--- config.mk ---
export PLATFORM = sky130hd
export DESIGN_NAME = sat_chan_sched_flat
export DESIGN_NICKNAME = d
export VERILOG_FILES = /design/src/rtl/sat_chan_sched_if.sv /design/src/rtl/sat_chan_sched.sv /design/src/flat_wrapper.sv
export SDC_FILE = /design/constraint.sdc
export NUM_CORES = 2
export LEC_CHECK = 0
export CAP_MARGIN = 40
export CORE_MARGIN = 2
export CORE_UTILIZATION = 45
export DETAILED_ROUTE_END_ITERATION = 6
export GPL_ROUTABILITY_DRIVEN = 0
export GPL_TIMING_DRIVEN = 0
export HOLD_SLACK_MARGIN = 0.15
export PLACE_DENSITY = 0.68
export SLEW_MARGIN = 20
export SYNTH_ARGS = -nofsm -noshare
export SYNTH_HDL_FRONTEND = slang
export SYNTH_SLANG_ARGS = --single-unit
--- constraint.sdc ---
create_clock -name clk_i -period 67 [get_ports clk_i]
set_clock_uncertainty 0.05 [all_clocks]
set_input_delay 13.4 -clock clk_i [delete_from_list [all_inputs] [get_ports clk_i]]
set_output_delay 13.4 -clock clk_i [all_outputs]
set_load 0.1 [all_outputs]
--- src/rtl/sat_chan_sched_if.sv ---
// Host-side configuration port of the channel scheduler.
// Carries the write handshake, the commit pulse and the commit status flags.
interface sat_chan_sched_if;
    logic        cfg_valid;
    logic        cfg_ready;
    logic [3:0]  cfg_chan;
    logic [1:0]  cfg_addr;
    logic [31:0] cfg_data;
    logic        commit;
    logic        commit_busy;
    logic        cfg_err;

    modport master (
        output cfg_valid, cfg_chan, cfg_addr, cfg_data, commit,
        input  cfg_ready, commit_busy, cfg_err
    );

    modport slave (
        input  cfg_valid, cfg_chan, cfg_addr, cfg_data, commit,
        output cfg_ready, commit_busy, cfg_err
    );
endinterface

--- src/rtl/sat_chan_sched.sv ---
// Staged/active configuration banks for NUM_CHAN satellite channels plus the shared sample strobe.
// A commit copies the whole staging bank into the active bank on a strobe edge, atomically.
module sat_chan_sched #(
    parameter int NUM_CHAN = 8,
    parameter int DIV      = 4
) (
    input  logic                    clk_i,
    input  logic                    reset_i,
    sat_chan_sched_if.slave         host,
    output logic                    dv_out_o,
    output logic [15:0]             commit_count_o,
    output logic [NUM_CHAN-1:0]     chan_en_o,
    output logic [32*NUM_CHAN-1:0]  dop_freq_o,
    output logic [32*NUM_CHAN-1:0]  code_freq_o,
    output logic [16*NUM_CHAN-1:0]  gain_o,
    output logic [6*NUM_CHAN-1:0]   ca_sel_o
);

    localparam int            CW       = (DIV > 1) ? $clog2(DIV) : 1;
    localparam logic [CW-1:0] CNT_LAST = CW'(DIV - 1);

    typedef enum logic [0:0] {
        ST_IDLE    = 1'b0,
        ST_PENDING = 1'b1
    } state_t;

    state_t                   state_q;
    logic                     cfg_ready_q;
    logic                     commit_busy_q;
    logic [15:0]              commit_count_q;

    logic [CW-1:0]            cnt_q;
    logic [CW-1:0]            cnt_d;
    logic                     dv_q;
    logic                     strobe_s;

    logic                     wr_acc_s;
    logic                     bad_chan_s;
    logic                     cfg_err_q;
    logic                     cfg_err_d;

    logic [32*NUM_CHAN-1:0]   stg_dop_q,  stg_dop_d;
    logic [32*NUM_CHAN-1:0]   stg_code_q, stg_code_d;
    logic [16*NUM_CHAN-1:0]   stg_gain_q, stg_gain_d;
    logic [6*NUM_CHAN-1:0]    stg_ca_q,   stg_ca_d;
    logic [NUM_CHAN-1:0]      stg_en_q,   stg_en_d;

    logic [32*NUM_CHAN-1:0]   act_dop_q;
    logic [32*NUM_CHAN-1:0]   act_code_q;
    logic [16*NUM_CHAN-1:0]   act_gain_q;
    logic [6*NUM_CHAN-1:0]    act_ca_q;
    logic [NUM_CHAN-1:0]      act_en_q;

    // The strobe fires on the last count of each DIV-cycle window.
    assign strobe_s   = (cnt_q == CNT_LAST);
    assign wr_acc_s   = host.cfg_valid & cfg_ready_q;
    assign bad_chan_s = ({1'b0, host.cfg_chan} >= 5'(NUM_CHAN));

    // Next strobe-counter value: wraps at DIV-1.
    always_comb begin
        cnt_d = cnt_q;
        if (strobe_s) begin
            cnt_d = {CW{1'b0}};
        end else begin
            cnt_d = cnt_q + CW'(1);
        end
    end

    // Free-running strobe counter and registered sample strobe.
    always_ff @(posedge clk_i or posedge reset_i) begin
        if (reset_i) begin
            cnt_q <= {CW{1'b0}};
            dv_q  <= 1'b0;
        end else begin
            cnt_q <= cnt_d;
            dv_q  <= strobe_s;
        end
    end

    // Staging-bank next state: an accepted write to a valid channel updates one field.
    always_comb begin
        stg_dop_d  = stg_dop_q;
        stg_code_d = stg_code_q;
        stg_gain_d = stg_gain_q;
        stg_ca_d   = stg_ca_q;
        stg_en_d   = stg_en_q;
        for (int i = 0; i < NUM_CHAN; i++) begin
            if (wr_acc_s && (host.cfg_chan == 4'(i))) begin
                case (host.cfg_addr)
                    2'd0: stg_dop_d[32*i +: 32]  = host.cfg_data;
                    2'd1: stg_code_d[32*i +: 32] = host.cfg_data;
                    2'd2: begin
                        stg_gain_d[16*i +: 16] = host.cfg_data[15:0];
                        stg_ca_d[6*i +: 6]     = host.cfg_data[21:16];
                    end
                    2'd3: stg_en_d[i] = host.cfg_data[0];
                    default: stg_en_d[i] = stg_en_q[i];
                endcase
            end else begin
                stg_en_d[i] = stg_en_q[i];
            end
        end
    end

    // Out-of-range channel writes still complete the handshake but only raise the sticky error.
    always_comb begin
        cfg_err_d = cfg_err_q;
        if (wr_acc_s && bad_chan_s) begin
            cfg_err_d = 1'b1;
        end else begin
            cfg_err_d = cfg_err_q;
        end
    end

    // Staging bank and sticky error register.
    always_ff @(posedge clk_i or posedge reset_i) begin
        if (reset_i) begin
            stg_dop_q  <= {(32*NUM_CHAN){1'b0}};
            stg_code_q <= {(32*NUM_CHAN){1'b0}};
            stg_gain_q <= {(16*NUM_CHAN){1'b0}};
            stg_ca_q   <= {(6*NUM_CHAN){1'b0}};
            stg_en_q   <= {NUM_CHAN{1'b0}};
            cfg_err_q  <= 1'b0;
        end else begin
            stg_dop_q  <= stg_dop_d;
            stg_code_q <= stg_code_d;
            stg_gain_q <= stg_gain_d;
            stg_ca_q   <= stg_ca_d;
            stg_en_q   <= stg_en_d;
            cfg_err_q  <= cfg_err_d;
        end
    end

    // Commit FSM: the apply edge coincides with the edge that raises dv_out.
    always_ff @(posedge clk_i or posedge reset_i) begin
        if (reset_i) begin
            state_q        <= ST_IDLE;
            cfg_ready_q    <= 1'b1;
            commit_busy_q  <= 1'b0;
            commit_count_q <= 16'd0;
            act_dop_q      <= {(32*NUM_CHAN){1'b0}};
            act_code_q     <= {(32*NUM_CHAN){1'b0}};
            act_gain_q     <= {(16*NUM_CHAN){1'b0}};
            act_ca_q       <= {(6*NUM_CHAN){1'b0}};
            act_en_q       <= {NUM_CHAN{1'b0}};
        end else begin
            case (state_q)
                ST_IDLE: begin
                    if (host.commit) begin
                        state_q       <= ST_PENDING;
                        cfg_ready_q   <= 1'b0;
                        commit_busy_q <= 1'b1;
                    end else begin
                        cfg_ready_q   <= 1'b1;
                        commit_busy_q <= 1'b0;
                    end
                end
                ST_PENDING: begin
                    if (strobe_s) begin
                        act_dop_q      <= stg_dop_q;
                        act_code_q     <= stg_code_q;
                        act_gain_q     <= stg_gain_q;
                        act_ca_q       <= stg_ca_q;
                        act_en_q       <= stg_en_q;
                        commit_count_q <= commit_count_q + 16'd1;
                        state_q        <= ST_IDLE;
                        cfg_ready_q    <= 1'b1;
                        commit_busy_q  <= 1'b0;
                    end else begin
                        cfg_ready_q    <= 1'b0;
                        commit_busy_q  <= 1'b1;
                    end
                end
                default: begin
                    state_q       <= ST_IDLE;
                    cfg_ready_q   <= 1'b1;
                    commit_busy_q <= 1'b0;
                end
            endcase
        end
    end

    // Disabled channels present zero gain regardless of the stored value.
    always_comb begin
        gain_o = {(16*NUM_CHAN){1'b0}};
        for (int i = 0; i < NUM_CHAN; i++) begin
            if (act_en_q[i]) begin
                gain_o[16*i +: 16] = act_gain_q[16*i +: 16];
            end else begin
                gain_o[16*i +: 16] = 16'd0;
            end
        end
    end

    assign host.cfg_ready   = cfg_ready_q;
    assign host.commit_busy = commit_busy_q;
    assign host.cfg_err     = cfg_err_q;
    assign dv_out_o         = dv_q;
    assign commit_count_o   = commit_count_q;
    assign chan_en_o        = act_en_q;
    assign dop_freq_o       = act_dop_q;
    assign code_freq_o      = act_code_q;
    assign ca_sel_o         = act_ca_q;

endmodule

--- src/flat_wrapper.sv ---
// flat-port wrapper written by rule: the top's interface ports become plain ports
module sat_chan_sched_flat 
#(
    parameter int NUM_CHAN = 8,
    parameter int DIV      = 4
)
  (clk_i, reset_i, dv_out_o, commit_count_o, chan_en_o, dop_freq_o, code_freq_o, gain_o, ca_sel_o, host_cfg_valid, host_cfg_chan, host_cfg_addr, host_cfg_data, host_commit, host_cfg_ready, host_commit_busy, host_cfg_err);
  sat_chan_sched_if host_i ();
  input  logic clk_i;
  input  logic reset_i;
  output logic dv_out_o;
  output logic [15:0] commit_count_o;
  output logic [NUM_CHAN-1:0] chan_en_o;
  output logic [32*NUM_CHAN-1:0] dop_freq_o;
  output logic [32*NUM_CHAN-1:0] code_freq_o;
  output logic [16*NUM_CHAN-1:0] gain_o;
  output logic [6*NUM_CHAN-1:0] ca_sel_o;
  input wire logic [$bits(host_i.cfg_valid)-1:0] host_cfg_valid;
  input wire logic [$bits(host_i.cfg_chan)-1:0] host_cfg_chan;
  input wire logic [$bits(host_i.cfg_addr)-1:0] host_cfg_addr;
  input wire logic [$bits(host_i.cfg_data)-1:0] host_cfg_data;
  input wire logic [$bits(host_i.commit)-1:0] host_commit;
  output wire logic [$bits(host_i.cfg_ready)-1:0] host_cfg_ready;
  output wire logic [$bits(host_i.commit_busy)-1:0] host_commit_busy;
  output wire logic [$bits(host_i.cfg_err)-1:0] host_cfg_err;
  assign host_i.cfg_valid = host_cfg_valid;
  assign host_i.cfg_chan = host_cfg_chan;
  assign host_i.cfg_addr = host_cfg_addr;
  assign host_i.cfg_data = host_cfg_data;
  assign host_i.commit = host_commit;
  assign host_cfg_ready = host_i.cfg_ready;
  assign host_commit_busy = host_i.commit_busy;
  assign host_cfg_err = host_i.cfg_err;
  sat_chan_sched #(.NUM_CHAN(NUM_CHAN), .DIV(DIV)) u_core (.clk_i(clk_i), .reset_i(reset_i), .host(host_i), .dv_out_o(dv_out_o), .commit_count_o(commit_count_o), .chan_en_o(chan_en_o), .dop_freq_o(dop_freq_o), .code_freq_o(code_freq_o), .gain_o(gain_o), .ca_sel_o(ca_sel_o));
endmodule
==> summary.txt <==
Power and ir drop
  • Leakage: about 42 nW
  • Cell Pwr Density: approximately 28 mW/mm^2
  • Worst vdd ir: 23.5 uV

Critical path
  • Critical Path RT: between 50 and 60 ns
  • Max FO, Critical Path: 10
  • RR Startpoint: u_core.cnt_q[0]
  • Arr. time, crit path: about 3 ns
  • WS Path Type: register to output pin
  • Worst setup SP type: register
  • Crit path from: u_core.chan_en_o[7]
  • CP endpoint kind: output pin

Floorplan
  • Die Span Y: 349 microns
  • Initial Util: a little under half
  • I/O pins: between 700 and 800
  • # rows: between 100 and 150
  • Total Die Area: ~0.12 sq mm
  • Core footprint: about 0.12 sq mm
  • Overall die width: ~350 microns

Global routing
  • Number of global-route vias before repair: 45900
  • Overflow after GRT: 0
  • GRT Overall Usage: between 30% and 40%
  • Initial antenna violation count: 18
  • Largest net degree at the start of global routing: approximately 110
  • Global-route wire length before repair: 300 mm

Synthesis
  • Synth cell types: 30
  • Syn Nets: 4755
  • Gate Count Post-Synth: 4711
  • Largest cells by area after synthesis: dfrtp_1 (66%), nand2_1 (15%), mux2_2 (11%)
  • Number of synthesized register bits: ~1400
  • Seq/Total Area, Yosys: 66.0%
  • Biggest area consumer among synthesized cells: dfrtp_1
  • Post-synth top area share: around 66%
  • Ys Warns: 0
  • Syn Area/Cell: between 10 and 15 sq um
  • Syn Std Cell Area: 0.0536 sq mm

Routing
  • Via-per-instance ratio: 5.34
  • Starting DRC count in detailed routing: ~3400
  • Post-detailed-route count of antenna-violating nets: 0
  • DR WL/cell: around 25 microns
  • DRC viols: 1
  • Post-Route WL: 204 mm
  • DR vias: between 40000 and 50000
  • Detailed Routing Iterations Pass 1: 7

Timing
  • Worst-margin pin slew: approximately 0.9 ns
  • Hold_ws: a little under 0.4 ns
  • Setup total negative slack: 0 ns
  • Fmax: about 61 MHz
  • Fin. Hold Viols: 0
  • RSZ-0062 raised after global routing: false
  • Period utilization: between 20% and 30%
  • Final setup margin: slightly above 50 ns
  • Final Setup Violations: 0
  • Relative slew slack: 39.4%
  • Final Critical Period: approximately 16 ns
  • Fin. max-slew vios: 0

Placement
  • Detailed placement HPWL: ~150 mm
  • Placement Setup Slack: approximately 50 ns
  • IO Port Bufs: between 700 and 800
  • DP Area: approximately 0.078 sq mm

CTS
  • Root Driver: clkbuf_16
  • Cts repair resizes: 0
  • Post-CTS setup buffers: 0
  • CTS max path bufs: 3
  • Worst skew pair latency: 0.76 ns
  • Post-CTS Hold Fix Bufs: 0
  • Clk sinks: approximately 1400
  • Inserted Clock Buffers: around 150
  • CTS tree: done
  • Clock-pin slew on the worst setup and hold paths: ~0.060 ns
  • H-tree Lvls: 4

Worst hold path
  • HP Start: u_core.cnt_q[0]
  • Worst min path class: register to register

Cells and area
  • Final instance area: 0.0828 sq mm
  • Core Util, Final: 70.1%
  • Layout net count: about 6400
  • Syn-to-layout area delta: 54.5%
  • Share of cells above drive strength 1: 25.3%

Outcome
  • Failing checks: DRC
  • Outcome: finished with violations

Run
  • Maxcap violations: 0
==> path summary, 6_finish.rpt <==
path	to	slack, ns	cells past startpoint
setup / recovery	gain_o[124]	50.53	4
hold / removal	u_core.cnt_q[0]	0.39	1
setup reg to reg	u_core.dop_freq_o[59]	63.63	9
hold reg to reg	u_core.cnt_q[0]	0.39	1
max in group asynchronous	u_core.ca_sel_o[7]	51.26	6
min in group asynchronous	u_core.dop_freq_o[10]	13.08	2
==> logic make-up (layout without fill, tap and decap cells) <==
kind of cell | Yosys count | in the layout | share of synthesized area [%]
multiplexers | 697 | 697 | 14.6
adder cells (fa/ha/maj) | 2 | 2 | 0.0467
AND/OR/NAND/NOR | 2295 | 2295 | 16.9
AO/OA/AOI/OAI | 1 | 1 | 0.0163
XOR/XNOR | 15 | 15 | 0.245
flip-flops | 1414 | 1414 | 66.0
buffers and inverters | 287 | 2080 | 2.15
other | 0 | 11 | 0
==> state kept, by name, summed over array words and instances (netlist names) <==
register,flops
u_core.stg_gain_q,128
u_core.stg_en_q,8
u_core.act_gain_q,128
u_core.state_q,1
u_core.stg_dop_q,256
u_core.ca_sel_o,48
u_core.chan_en_o,8
u_core.commit_count_o,16
u_core.host.cfg_ready,1
u_core.dv_out_o,1
u_core.stg_code_q,256
u_core.cnt_q,2
u_core.code_freq_o,256
u_core.dop_freq_o,256
u_core.host.cfg_err,1
u_core.stg_ca_q,48
==> placed cells by master (no fill, tap or decap), types with 4 or more instances in the layout <==
| cell type | instances |
|---|---|
| mux2_2 | 547 |
| nand2b_1 | 4 |
| nand3_1 | 9 |
| clkbuf_16 | 154 |
| nor2_1 | 11 |
| buf_8 | 459 |
| clkinv_2 | 28 |
| xnor2_1 | 11 |
| clkbuf_2 | 6 |
| buf_4 | 4 |
| nand2_1 | 2117 |
| buf_16 | 265 |
| clkinvlp_4 | 6 |
| and2_1 | 129 |
| clkbuf_8 | 33 |
| clkdlybuf4s50_1 | 741 |
| nor3_1 | 4 |
| bufinv_16 | 11 |
| buf_6 | 43 |
| xor2_1 | 4 |
| clkbuf_1 | 227 |
| buf_2 | 69 |
| diode_2 | 11 |
| mux2_1 | 150 |
| buf_1 | 20 |
| dfrtp_1 | 1413 |
==> through the flow <==
stage	power (W)	cells
finish	0.00230	8051
global route	0.00236	8042
CTS	0.00230	8038
detailed placement	0.00145	7770
global placement	0.00132	7004
floorplan	0.00122	4711
==> synthesized netlist by cell type (all sizes together) <==
master  number
nand2     2117
dfrtp     1413
mux2       697
clkbuf     208
and2       129
buf         76
nor2        14
xnor2       11
nand3        9
nor3         6
nand2b       4
xor2         4
and4         3
inv          3
nand4        3
ha           2
nor2b        2
nor4         2
or3b         2
a31o         1
and3         1
and3b        1
dfstp        1
nand3b       1
or2          1
==> critical path, cell delays in order, from the launching register on <==
cell and delay (ns):
dfrtp_1 0.59, clkbuf_1 0.57, and2_1 0.22, clkdlybuf4s50_1 0.68
buf_16 0.21
==> power by group <==
| group | switching, W | leakage, nW | total, W | internal, W |
|---|---|---|---|---|
| logic | 0.000306 | 20.2 | 0.000482 | 0.000176 |
| clock network | 0.000355 | 2.50 | 0.000856 | 0.000502 |
| registers | 0.0000446 | 19.3 | 0.000959 | 0.000914 |
==> metal layers <==
metal / vias to the layer above / global-route usage [%] / routed length (microns) / share of wire (%)
met4: 10 / 19.0 / 12600 / 6.1
met5: - / 0 / 57 / 0.028
li1: 18300 / - / - / -
met3: 641 / 7.75 / 15100 / 7.4
met1: 21900 / 39.9 / 75400 / 37
met2: 2147 / 56.7 / 101000 / 50
==> cell type report <==
cell class | count | area, sq um
fillers | 7320 | 35300
multi-input cells | 3010 | 17100
inverters | 3 | 18.8
diodes | 11 | 27.5
clock inverters | 56 | 657
well taps | 1536 | 1920
clock buffers | 212 | 4400
plain buffers | 284 | 1150
repair buffers | 1525 | 22200
flip-flops and latches | 1414 | 35400
No activity file was read; power rests on OpenSTA's default activity.
